<file path="src/rtl/mips_pkg.sv">
// ---------------------------------------------------------------------------
// mips_pkg
// Definitions shared across the single-cycle MIPS core slice:
//   OPC_J / OPC_BEQ   primary opcodes of the control-flow instructions
//   NOP               instruction word handed to decode when nothing executes
//   ifu_state_e       fetch-unit run state (RUN, HALT)
//   RESET_PC_DEFAULT  PC loaded on reset
//   HALT_PC_DEFAULT   byte address of the last program instruction
// ---------------------------------------------------------------------------
package mips_pkg;

    localparam logic [5:0]  OPC_J            = 6'h02;
    localparam logic [5:0]  OPC_BEQ          = 6'h04;
    localparam logic [31:0] NOP              = 32'h0000_0000;
    localparam logic [31:0] RESET_PC_DEFAULT = 32'h0000_0000;
    localparam logic [31:0] HALT_PC_DEFAULT  = 32'h0000_0020;

    typedef enum logic [0:0] {
        ST_RUN  = 1'b0,
        ST_HALT = 1'b1
    } ifu_state_e;

endpackage

</file>
<file path="src/rtl/instruction_fetch_unit_if.sv">
// ---------------------------------------------------------------------------
// instruction_fetch_unit_if
// Bundles the fetch unit's control inputs, instruction-memory bus and debug
// outputs.
//   master : core/decode side - drives stall, branch/jump controls and imem_rd,
//            observes pc, instr, pc_plus4, halted, retired_cnt
//   slave  : the fetch unit itself
// ---------------------------------------------------------------------------
interface instruction_fetch_unit_if #(
    parameter int PC_WIDTH  = 32,
    parameter int CNT_WIDTH = 16
);
    logic                 stall;
    logic                 branch_taken;
    logic [15:0]          branch_imm;
    logic                 jump;
    logic [25:0]          jump_addr;
    logic [PC_WIDTH-1:0]  imem_rd;
    logic [PC_WIDTH-1:0]  pc;
    logic [PC_WIDTH-1:0]  instr;
    logic [PC_WIDTH-1:0]  pc_plus4;
    logic                 halted;
    logic [CNT_WIDTH-1:0] retired_cnt;

    modport master (
        output stall, branch_taken, branch_imm, jump, jump_addr, imem_rd,
        input  pc, instr, pc_plus4, halted, retired_cnt
    );

    modport slave (
        input  stall, branch_taken, branch_imm, jump, jump_addr, imem_rd,
        output pc, instr, pc_plus4, halted, retired_cnt
    );
endinterface

</file>
<file path="src/rtl/next_pc_logic.sv">
// ---------------------------------------------------------------------------
// next_pc_logic
// Combinational next-PC selection for the fetch unit.
//   pc           in   current PC
//   branch_taken in   beq resolved taken
//   branch_imm   in   signed word offset of beq
//   jump         in   current instruction is j
//   jump_addr    in   26-bit j target field
//   pc_plus4     out  pc + 4 (modulo 2^PC_WIDTH)
//   next_pc      out  selected target; jump has priority over branch
// ---------------------------------------------------------------------------
module next_pc_logic #(
    parameter int PC_WIDTH = 32
) (
    input  logic [PC_WIDTH-1:0] pc,
    input  logic                branch_taken,
    input  logic [15:0]         branch_imm,
    input  logic                jump,
    input  logic [25:0]         jump_addr,
    output logic [PC_WIDTH-1:0] pc_plus4,
    output logic [PC_WIDTH-1:0] next_pc
);
    logic [PC_WIDTH-1:0] branch_off;
    logic [PC_WIDTH-1:0] branch_target;
    logic [PC_WIDTH-1:0] jump_target;

    assign pc_plus4      = pc + PC_WIDTH'(4);
    // Word offset -> byte offset, sign-extended to the full PC width.
    assign branch_off    = {{(PC_WIDTH-18){branch_imm[15]}}, branch_imm, 2'b00};
    assign branch_target = pc_plus4 + branch_off;
    // j keeps the upper region bits of the sequential PC.
    assign jump_target   = {pc_plus4[PC_WIDTH-1:28], jump_addr, 2'b00};

    always_comb begin
        next_pc = pc_plus4;
        if (jump) begin
            next_pc = jump_target;
        end else if (branch_taken) begin
            next_pc = branch_target;
        end
    end
endmodule

</file>
<file path="src/rtl/instruction_fetch_unit.sv">
// ---------------------------------------------------------------------------
// instruction_fetch_unit
// Program counter owner for the single-cycle MIPS core. Drives the PC to
// instruction memory, forwards the fetched word to decode, advances the PC
// (sequential / beq / j), freezes on stall, halts for good once the HALT_PC
// instruction retires, and counts retired instructions for the debug display.
//   clk    in  rising-edge clock
//   rst_n  in  asynchronous active-low reset
//   bus    slave modport: stall, branch_taken, branch_imm, jump, jump_addr,
//          imem_rd in; pc, instr, pc_plus4, halted, retired_cnt out
// ---------------------------------------------------------------------------
module instruction_fetch_unit
    import mips_pkg::*;
#(
    parameter int                  PC_WIDTH  = 32,
    parameter logic [PC_WIDTH-1:0] RESET_PC  = RESET_PC_DEFAULT,
    parameter logic [PC_WIDTH-1:0] HALT_PC   = HALT_PC_DEFAULT,
    parameter int                  CNT_WIDTH = 16
) (
    input  logic                     clk,
    input  logic                     rst_n,
    instruction_fetch_unit_if.slave  bus
);
    localparam logic [0:0] S_RUN  = ST_RUN;
    localparam logic [0:0] S_HALT = ST_HALT;

    logic [0:0]           state_reg, state_next;
    logic [PC_WIDTH-1:0]  pc_reg, pc_next;
    logic [CNT_WIDTH-1:0] cnt_reg, cnt_next;
    logic [PC_WIDTH-1:0]  pc_plus4;
    logic [PC_WIDTH-1:0]  target_pc;

    next_pc_logic #(.PC_WIDTH(PC_WIDTH)) u_next_pc (
        .pc           (pc_reg),
        .branch_taken (bus.branch_taken),
        .branch_imm   (bus.branch_imm),
        .jump         (bus.jump),
        .jump_addr    (bus.jump_addr),
        .pc_plus4     (pc_plus4),
        .next_pc      (target_pc)
    );

    always_comb begin
        state_next = state_reg;
        pc_next    = pc_reg;
        cnt_next   = cnt_reg;
        if (state_reg == S_RUN && !bus.stall) begin
            // Every unstalled RUN edge retires one instruction; hold at all-ones.
            cnt_next = (&cnt_reg) ? cnt_reg : cnt_reg + CNT_WIDTH'(1);
            if (pc_reg == HALT_PC) begin
                // Final instruction retires here; the PC stays parked on it.
                state_next = S_HALT;
            end else begin
                pc_next = target_pc & ~PC_WIDTH'(3);
            end
        end
    end

    always_ff @(posedge clk or negedge rst_n) begin
        if (!rst_n) begin
            state_reg <= S_RUN;
            pc_reg    <= RESET_PC;
            cnt_reg   <= '0;
        end else begin
            state_reg <= state_next;
            pc_reg    <= pc_next;
            cnt_reg   <= cnt_next;
        end
    end

    assign bus.pc          = pc_reg;
    assign bus.pc_plus4    = pc_plus4;
    assign bus.instr       = (state_reg == S_RUN) ? bus.imem_rd : NOP[PC_WIDTH-1:0];
    assign bus.halted      = (state_reg == S_HALT);
    assign bus.retired_cnt = cnt_reg;
endmodule

</file>
<file path="src/flat_wrapper.sv">
// flat-port wrapper written by rule: the top's interface ports become plain ports
module instruction_fetch_unit_flat import mips_pkg::*;
#(
    parameter int                  PC_WIDTH  = 32,
    parameter logic [PC_WIDTH-1:0] RESET_PC  = RESET_PC_DEFAULT,
    parameter logic [PC_WIDTH-1:0] HALT_PC   = HALT_PC_DEFAULT,
    parameter int                  CNT_WIDTH = 16
)
  (clk, rst_n, bus_stall, bus_branch_taken, bus_branch_imm, bus_jump, bus_jump_addr, bus_imem_rd, bus_pc, bus_instr, bus_pc_plus4, bus_halted, bus_retired_cnt);
  instruction_fetch_unit_if #(.PC_WIDTH(PC_WIDTH), .CNT_WIDTH(CNT_WIDTH)) bus_i ();
  input  logic clk;
  input  logic rst_n;
  input wire logic [$bits(bus_i.stall)-1:0] bus_stall;
  input wire logic [$bits(bus_i.branch_taken)-1:0] bus_branch_taken;
  input wire logic [$bits(bus_i.branch_imm)-1:0] bus_branch_imm;
  input wire logic [$bits(bus_i.jump)-1:0] bus_jump;
  input wire logic [$bits(bus_i.jump_addr)-1:0] bus_jump_addr;
  input wire logic [$bits(bus_i.imem_rd)-1:0] bus_imem_rd;
  output wire logic [$bits(bus_i.pc)-1:0] bus_pc;
  output wire logic [$bits(bus_i.instr)-1:0] bus_instr;
  output wire logic [$bits(bus_i.pc_plus4)-1:0] bus_pc_plus4;
  output wire logic [$bits(bus_i.halted)-1:0] bus_halted;
  output wire logic [$bits(bus_i.retired_cnt)-1:0] bus_retired_cnt;
  assign bus_i.stall = bus_stall;
  assign bus_i.branch_taken = bus_branch_taken;
  assign bus_i.branch_imm = bus_branch_imm;
  assign bus_i.jump = bus_jump;
  assign bus_i.jump_addr = bus_jump_addr;
  assign bus_i.imem_rd = bus_imem_rd;
  assign bus_pc = bus_i.pc;
  assign bus_instr = bus_i.instr;
  assign bus_pc_plus4 = bus_i.pc_plus4;
  assign bus_halted = bus_i.halted;
  assign bus_retired_cnt = bus_i.retired_cnt;
  instruction_fetch_unit #(.PC_WIDTH(PC_WIDTH), .RESET_PC(RESET_PC), .HALT_PC(HALT_PC), .CNT_WIDTH(CNT_WIDTH)) u_core (.clk(clk), .rst_n(rst_n), .bus(bus_i));
endmodule
</file>
<file path="config.mk">
export PLATFORM = sky130hd
export DESIGN_NAME = instruction_fetch_unit_flat
export DESIGN_NICKNAME = d
export VERILOG_FILES = /design/src/rtl/mips_pkg.sv /design/src/rtl/instruction_fetch_unit_if.sv /design/src/rtl/next_pc_logic.sv /design/src/rtl/instruction_fetch_unit.sv /design/src/flat_wrapper.sv
export SDC_FILE = /design/constraint.sdc
export NUM_CORES = 1
export LEC_CHECK = 0
export ABC_AREA = 1
export CAP_MARGIN = 10
export CORE_MARGIN = 4
export CORE_UTILIZATION = 35
export DETAILED_ROUTE_END_ITERATION = 16
export HOLD_SLACK_MARGIN = 0.08
export PLACE_DENSITY_LB_ADDON = 0.2
export SLEW_MARGIN = 10
export SYNTH_ARGS = -nofsm -noshare
export SYNTH_HDL_FRONTEND = slang
export SYNTH_SLANG_ARGS = --single-unit
</file>
<file path="constraint.sdc">
create_clock -name clk -period 3.1 [get_ports clk]
set_input_delay 0.62 -clock clk [delete_from_list [all_inputs] [get_ports clk]]
set_output_delay 0.62 -clock clk [all_outputs]
set_load 0.01 [all_outputs]
</file>
# Yosys cells after proc, flatten, opt, wreduce, memory -nomap -nowiden
# Index checks and enable logic that the tools add are counted.
# classes
addsub	3
n_eq_ne	1
mux	3
n_bitwise	3
reduce_logical	6
# ops
operator	count
$mux W32	3
$add A32 B3 Y32 const B	1
$add A32 B32 Y32	1
$eq A30 B4 Y1 const B	1
$add A16 B1 Y16 const B	1
$reduce_and A16 Y1	1
$reduce_and A2 Y1	3
$not A1 Y1	3
$logic_and A1 B1 Y1	1
$logic_not A1 Y1	1
# word_totals
reg_bits	47
inputBits	79
word_cells	19

# Depth between registers and ports, before layout
# Gate-level depths: netlist of run 1.
# depth
depth_word	4
depth_mapped	22
ltp_nobuf	22

# By module
# A second synthesis of run 1 with hierarchy kept.
# hier_totals
cells_unflattened	1198
area_unflattened_um2	6521.3
# modules_own_cells
mod	n_inst	cells_each	area_each_um2
next_pc_logic	1	806	3833.7
instruction_fetch_unit	1	392	2687.6

# Worst setup path before layout of run 1
# OpenSTA, ideal clock, no wires.
# synth_timing
kind	register -> register
startpoint	reg u_core.pc_reg[3], in the netlist u_core.bus.pc[3]
endpoint	reg u_core.pc_reg[29], in the netlist u_core.bus.pc[29]
setup_ps	116
t_arrival_ps	2622
path_slack_ps	362
stages_incl_launch_ff	19
synth_period_minus_slack_ps	2738
path_cell_list	dfrtp_1 > ha_1 > nand2_1 > nor3_4 > nand2_2 > nor2_4 > nand4_1 > and2_1 > ha_1 > a21oi_1 > o21ai_0 > nand2_1 > nand2_1 > nor2_1 > nand2_1 > nand2_1 > nand3_1 > nand2_1 > nand2_1
# synth_via
elab_chain_cells	4
# synth_lines
item	line	text
start: declaration	instruction_fetch_unit.sv:28	logic [PC_WIDTH-1:0] pc_reg, pc_next;
start signal: assignment	instruction_fetch_unit.sv:66	pc_reg <= pc_next;
$add A32 B3 Y32	next_pc_logic.sv:27	assign pc_plus4 = pc + PC_WIDTH'(4);
via bus_pc_plus4[24]	flat_wrapper.sv:21	output wire logic [$bits(bus_i.pc_plus4)-1:0] bus_pc_plus4;
$add A32 B32 Y32	next_pc_logic.sv:30	assign branch_target = pc_plus4 + branch_off;
$mux W32	next_pc_logic.sv:38	end else if (branch_taken) begin
$mux W32	next_pc_logic.sv:36	if (jump) begin
# The timed path passes the listed nets, and every way through them passes these cells.
# A chain may end at the register's enable or synchronous reset.

# Final worst setup path of run 1
# layout_timing
startpoint	reg u_core.pc_reg[3], in the netlist u_core.bus.pc[3]
endpoint	out bus_pc_plus4[19]
# layout_via
elab_chain_cells	1
# layout_lines
item	line
$add A32 B3 Y32	next_pc_logic.sv:27
end: declaration	flat_wrapper.sv:21
# Every way passes these cells.

==> results of run 1 <==
worst register-to-register path, stage by stage (launching register included):
cell and delay, ns:
dfrtp_2 0.44, ha_2 0.21, nand2_1 0.08, nor2_4 0.19, nand3_1 0.14, xor2_1 0.14
buf_4 0.13, inv_1 0.07, ha_4 0.29, nand2_1 0.09, buf_4 0.16, nor2_4 0.10
inv_1 0.07, nor2_2 0.12, nand4_1 0.16, nand3_1 0.10, nand2_1 0.05, nand3_1 0.09
nand2_1 0.08, a21oi_1 0.13
cells in the mapped netlist (all sizes together):
| cell | instances | share of area |
|---|---|---|
| o221ai | 2 | 0.0029 |
| nor3b | 1 | 0.0012 |
| nand4 | 17 | 0.017 |
| o21bai | 6 | 0.0080 |
| dfrtp | 47 | 0.19 |
| inv | 188 | 0.12 |
| a21oi | 68 | 0.057 |
| buf | 13 | 0.015 |
| o21ai | 22 | 0.018 |
| a41oi | 1 | 0.0014 |
| nor2 | 152 | 0.11 |
| nand3 | 81 | 0.068 |
| and2 | 3 | 0.0031 |
| a31oi | 5 | 0.0051 |
| a22oi | 2 | 0.0025 |
| ha | 39 | 0.080 |
| nor3 | 18 | 0.019 |
| o211ai | 4 | 0.0049 |
| a21o | 2 | 0.0025 |
| xor2 | 27 | 0.040 |
| nand3b | 2 | 0.0025 |
| or2 | 1 | 0.0010 |
| fa | 1 | 0.0033 |
| clkinv | 1 | 0.00062 |
| xnor2 | 11 | 0.017 |
| nand2 | 328 | 0.21 |
| clkbuf | 11 | 0.0068 |
| o22ai | 1 | 0.0010 |
| conb | 1 | 0.00062 |
cell families (layout without fill, tap and decap cells):
kind of cell / after synthesis / count (layout) / share of synthesized area
xor gates and xnor gates: 38 / 38 / 0.0572
AOI/OAI and AO/OA: 113 / 113 / 0.103
buffers and inverters: 213 / 462 / 0.139
other: 1 / 4 / 0.000617
DFF: 47 / 47 / 0.193
and+or+nand+nor: 603 / 603 / 0.423
adders and majority gates: 40 / 40 / 0.0836
metal layers:
metal,GRT usage,wire length (um),up-vias,part of all wire
met1,0.325,10700,3465,0.42
met5,0,0,-,0
met3,0.0573,2430,45,0.094
met2,0.414,11800,401,0.46
li1,-,-,3781,-
met4,0.0780,850,0,0.033
final timing paths:
path,start,endpoint,cells after the start
setup / recovery,u_core.bus.pc[3]$_DFFE_PN0P_,bus_pc_plus4[19],8
hold / removal,rst_n,u_core.bus.pc[31]$_DFFE_PN0P_,1
setup reg to reg,u_core.bus.pc[2]$_DFFE_PN0P_,u_core.bus.pc[22]$_DFFE_PN0P_,19
hold reg to reg,u_core.bus.retired_cnt[8]$_DFFE_PN0P_,u_core.bus.retired_cnt[8]$_DFFE_PN0P_,1
max in group asynchronous,rst_n,u_core.bus.pc[11]$_DFFE_PN0P_,1
min in group clk,u_core.bus.retired_cnt[8]$_DFFE_PN0P_,u_core.bus.retired_cnt[8]$_DFFE_PN0P_,1
per-stage QoR:
step	area [um2]	util	setup WS, ns
2_1_floorplan	6090	-	0.362
3_3_place_gp	8620	0.513	0.0186
3_5_place_dp	8620	0.513	-0.0308
4_1_cts	8830	0.525	0.0173
5_1_grt	9250	0.550	-0.0314
6_report	9250	0.550	0.0923
power groups by stage:
stage / sequential [mW] / combinational (mW) / clock, mW
2_1_floorplan: 0.931 / 1.39 / 0
3_3_place_gp: 0.920 / 2.69 / 0
3_5_place_dp: 0.918 / 2.69 / 0
4_1_cts: 0.913 / 2.71 / 0.731
5_1_grt: 0.944 / 3.18 / 0.752
6_report: 0.924 / 2.91 / 0.716
area by class of cell:
cell class	instances	area, um2	area share
multi-input cells	798	4410	0.477
repair buffers	265	2470	0.267
flip-flops and latches	47	1190	0.129
inverters	189	709	0.0767
well taps	220	275	0.0298
clock buffers	5	125	0.0135
clock inverters	3	67.6	0.00731
what timing repair did:
| item | 4_1_cts | 5_1_grt |
|---|---|---|
| pin swaps | 0 | 10 |
| setup buffers | 2 | 8 |
| gates resized for setup | 2 | 93 |
| endpoints found under the setup margin | 2 | 26 |
cells in the final DEF (no fill, tap or decap), drive strengths merged, types with 2 or more instances in the layout:
master,n
o211ai,4
nand3,81
nor3,18
nand4,17
o21bai,6
buf,80
dfrtp,47
nand3b,2
nand2,328
ha,39
nor2,152
clkbuf,5
a22oi,2
xor2,27
and2,3
xnor2,11
bufinv,2
o221ai,2
conb,4
inv,188
a21oi,68
a21o,2
dlymetal6s2s,2
o21ai,22
clkdlybuf4s50,183
a31oi,5
==> flow_summary.json, run 1 <==
{
  "worstSetupStartpointType": "flip-flop",
  "relSlewSlack": 0.289,
  "fin_crit_ns": 3.01,
  "drv_slew": 0,
  "synth-seq-area-share": 0.193,
  "fin_nets": 1425,
  "insertion_delay_ns": 0.29,
  "track_usage": 0.250,
  "fin_setup_tns_ns": 0,
  "core_um2": 16800,
  "wirelength_um": 25900,
  "root_buffer": "clkbuf_16",
  "whs_ns": 0.348,
  "drive_gt1_frac": 0.158,
  "power_frac_seq": 0.203,
  "largest_register_ffs": 30,
  "die_area_um2": 19500,
  "peakVddDrop_mv": 0.222,
  "hpwl_um": 21200,
  "pin_count": 192,
  "crit_fanout": 4,
  "cts_hold_buf": 0,
  "endpoint_kind": "output port",
  "worst_path_most_repeated_cell": "buf_4",
  "cp.arrival_ns": 2.39,
  "grt_max_degree": 48,
  "cap_violations": 0,
  "swShare": 0.454,
  "drc": 0,
  "grt_pass1_wl_um": 39300,
  "cts_inserted_buffers": 5,
  "r2r_slack_ns": 0.18,
  "clock-sinks": 47,
  "cts-htree-levels": 2,
  "dieWidth_um": 140,
  "grt.overflow.total": 0,
  "critical_path.top_delay_family": "buffers and inverters",
  "p_leak_nw": 4.60,
  "tightestPinTransition_ns": 1.07,
  "max-clock-path-buffers": 2,
  "hold_class": "in2async",
  "instances_no_fill": 1527,
  "synth-seq-cells": 47,
  "dr.pass1.iters": 7,
  "clockPowerShare": 0.157,
  "status": "finished clean",
  "syn_to_final_growth_pct": 52.1,
  "cts_tree": "yes",
  "syn_avg_cell_area_um2": 5.76,
  "drt-wirelength-per-cell_um": 16.9,
  "die_h_um": 140,
  "drtIter0Drc": 612,
  "clock.fmax_mhz": 332,
  "crit_required_ns": 2.48,
  "antenna_found_initial": 0,
  "ant_nets": 0,
  "fill_cells": 1722,
  "worstSetupPathType": "reg2out",
  "internal_power_mw": 2.49,
  "place_inst": 1509,
  "cp_num_buf_inv": 4,
  "antenna_cells": 0,
  "port_buffers": 187,
  "syn_area_um2": 6080,
  "finalPower_mw": 4.55,
  "slowest_stage": "clkdlybuf4s50_1",
  "grt_pass1_vias": 7338,
  "placementRows": 47,
  "powerDensity_nw_per_um2": 492,
  "viasPerCell": 5.04,
  "final_hold_viol_count": 0,
  "vias": 7692,
  "start_util": 0.361,
  "finalSetupViolations": 0,
  "cpPeakStageDelay_ns": 0.52,
  "rsz0062_at_grt": "true",
  "synth_cells": 1055,
  "gp_congestion": 0.994,
  "cp_cell_sequence": "buf_4 -> nand3_2 -> nor2_4 -> nand4_1 -> xor2_2 -> inv_2 -> buf_4 -> clkdlybuf4s50_1",
  "clk_pin_slew_ns": 0.07,
  "yosysUniqueCellTypes": 43,
  "finalCritPeriodShare": 0.970,
  "p_switching_mw": 2.06,
  "clock-skew-final_ns": 0.00661,
  "yosys_warnings": 0,
  "p_comb_frac": 0.640
}
Power figures use the tool's default switching activity.
==> run 2, diff against run 1 <==
CELL_PAD_IN_SITES_DETAIL_PLACEMENT = 0   (was not set)
CELL_PAD_IN_SITES_GLOBAL_PLACEMENT = 1   (was not set)
CORE_UTILIZATION = 32   (was 35)
==> run 2 against run 1 <==
Critical path depth grew 2. Maximum frequency grew 0.88%. Clock skew grew 0.0049 ns. Die area grew 8.8%. Sequential power shrank 1%. Routed wire length grew 1.4%. Critical path type unchanged. Largest cell class unchanged. Sequential share of layout area shrank 0.14 points. Clock power shrank 7.8%. Total power grew 0.38%. Combinational power grew 3%. Non-clock buffer count grew 12. Highest routed layer unchanged. Clock-buffer cell count grew 1.
==> flow_summary.json, run 2 (synthesis gave the netlist of run 1 again) <==
{
  "finalSetupViolations": 0,
  "largest_register_ffs": 30,
  "hold_class": "in2async",
  "final_hold_viol_count": 0,
  "fin_crit_ns": 2.98,
  "drt-wirelength-per-cell_um": 16.9,
  "drv_slew": 0,
  "antenna_cells": 0,
  "port_buffers": 187,
  "tightestPinTransition_ns": 0.998,
  "start_util": 0.325,
  "hpwl_um": 21800,
  "fin_nets": 1437,
  "drc": 0,
  "finalCritPeriodShare": 0.962,
  "crit_required_ns": 2.48,
  "antenna_found_initial": 0,
  "layout_commonest_cell": "nand2_1",
  "clock.fmax_mhz": 335,
  "die_h_um": 146,
  "final_cell_mix": "nand2_1, inv_1, clkdlybuf4s50_1",
  "status": "finished clean",
  "placementRows": 50,
  "worstSetupStartpointType": "flip-flop",
  "clock-skew-final_ns": 0.0115,
  "ant_nets": 0,
  "dr.pass1.iters": 6,
  "worst_r2r_path_depth": 18,
  "cts_hold_buf": 0,
  "clock-sinks": 47,
  "gp_congestion": 0.912,
  "max-clock-path-buffers": 2,
  "rsz0062_at_grt": "true",
  "cts-htree-levels": 2,
  "cts_inserted_buffers": 5,
  "endpoint_kind": "output port",
  "crit_fanout": 5,
  "p_leak_nw": 4.70,
  "fin_setup_tns_ns": 0,
  "dieWidth_um": 146,
  "drive_gt1_frac": 0.163,
  "setup_ws_ns": 0.118,
  "relSlewSlack": 0.335,
  "track_usage": 0.234,
  "grt_pass1_wl_um": 39600,
  "viasPerCell": 4.88,
  "place_inst": 1539,
  "final_area_um2": 9350,
  "powerDensity_nw_per_um2": 489,
  "worstSetupPathType": "reg2out",
  "cap_violations": 0,
  "placed_area_um2": 8760,
  "grt_max_degree": 39,
  "die_area_um2": 21300,
  "grt.overflow.total": 0,
  "peakVddDrop_mv": 0.275,
  "cp.arrival_ns": 2.36,
  "syn_to_final_growth_pct": 53.8,
  "instances_no_fill": 1553,
  "grt_pass1_vias": 7239,
  "vias": 7571,
  "insertion_delay_ns": 0.30,
  "drtIter0Drc": 507,
  "core_um2": 18700,
  "final_core_util": 0.500,
  "pin_count": 192,
  "clk_pin_slew_ns": 0.07,
  "cts_tree": "yes",
  "wirelength_um": 26200,
  "post-place-ws_ns": -0.0334,
  "root_buffer": "clkbuf_16"
}
-- run 2: layer usage --
layer / up-vias / global-route usage / share of wire
met5: - / 0 / 0
met4: 0 / 0.0570 / 0.024
met3: 43 / 0.0529 / 0.076
met2: 293 / 0.374 / 0.44
met1: 3418 / 0.321 / 0.46
li1: 3817 / - / -
-- run 2: what timing repair did --
item	in CTS	in global routing
setup buffers	0	6
pin swaps	0	14
endpoints found under the setup margin	2	30
gates resized for setup	1	98
-- run 2: layout make-up --
| type | instances | area (um2) |
|---|---|---|
| Fill cell | 1930 | 9350 |
| Multi-Input combinational cell | 798 | 4420 |
| Timing Repair Buffer | 277 | 2560 |
| Sequential cell | 47 | 1190 |
| Inverter | 189 | 709 |
| Tap cell | 234 | 293 |
| Clock buffer | 6 | 139 |
| Clock inverter | 2 | 35.0 |
-- run 2: final timing paths --
path	startpoint	end	slack (ns)
hold reg to reg	u_core.bus.retired_cnt[3]$_DFFE_PN0P_	u_core.bus.retired_cnt[3]$_DFFE_PN0P_	0.52
hold / removal	rst_n	u_core.bus.retired_cnt[12]$_DFFE_PN0P_	0.19
max in group asynchronous	rst_n	u_core.bus.pc[10]$_DFFE_PN0P_	2.05
min in group clk	u_core.bus.retired_cnt[3]$_DFFE_PN0P_	u_core.bus.retired_cnt[3]$_DFFE_PN0P_	0.52
setup / recovery	u_core.bus.pc[2]$_DFFE_PN0P_	bus_pc_plus4[30]	0.12
setup reg to reg	u_core.bus.pc[2]$_DFFE_PN0P_	u_core.bus.pc[27]$_DFFE_PN0P_	0.15
-- run 2: stage by stage --
step	hold WS [ns]	power, mW
finish	0.186	4.57
global route	0.215	4.89
CTS	0.206	4.38
detailed placement	0.515	3.70
global placement	0.513	3.71
floorplan	0.324	2.32
-- run 2: worst max-delay path: stages, from the launching register on --
cell and delay, ns:
dfrtp_1 0.43, ha_2 0.21, nand2_1 0.08, nor2_4 0.21
nand3_2 0.13, inv_1 0.12, nand2_1 0.06, nand2_1 0.07
nand2_1 0.07, inv_1 0.11, clkdlybuf4s50_1 0.55
-- run 2: power by group --
group	leakage [nW]	total, mW	switching [mW]	internal, mW
registers	0.539	0.915	0.182	0.733
logic	4.07	2.99	1.66	1.34
clock network	0.0868	0.660	0.258	0.402
total	4.70	4.57	2.10	2.47
==> run 3, diff against run 2 <==
CTS_CLUSTER_SIZE = 8   (was not set)
==> results of run 3 <==
No change in the layout: final DEF, timing and power equal those of run 2.
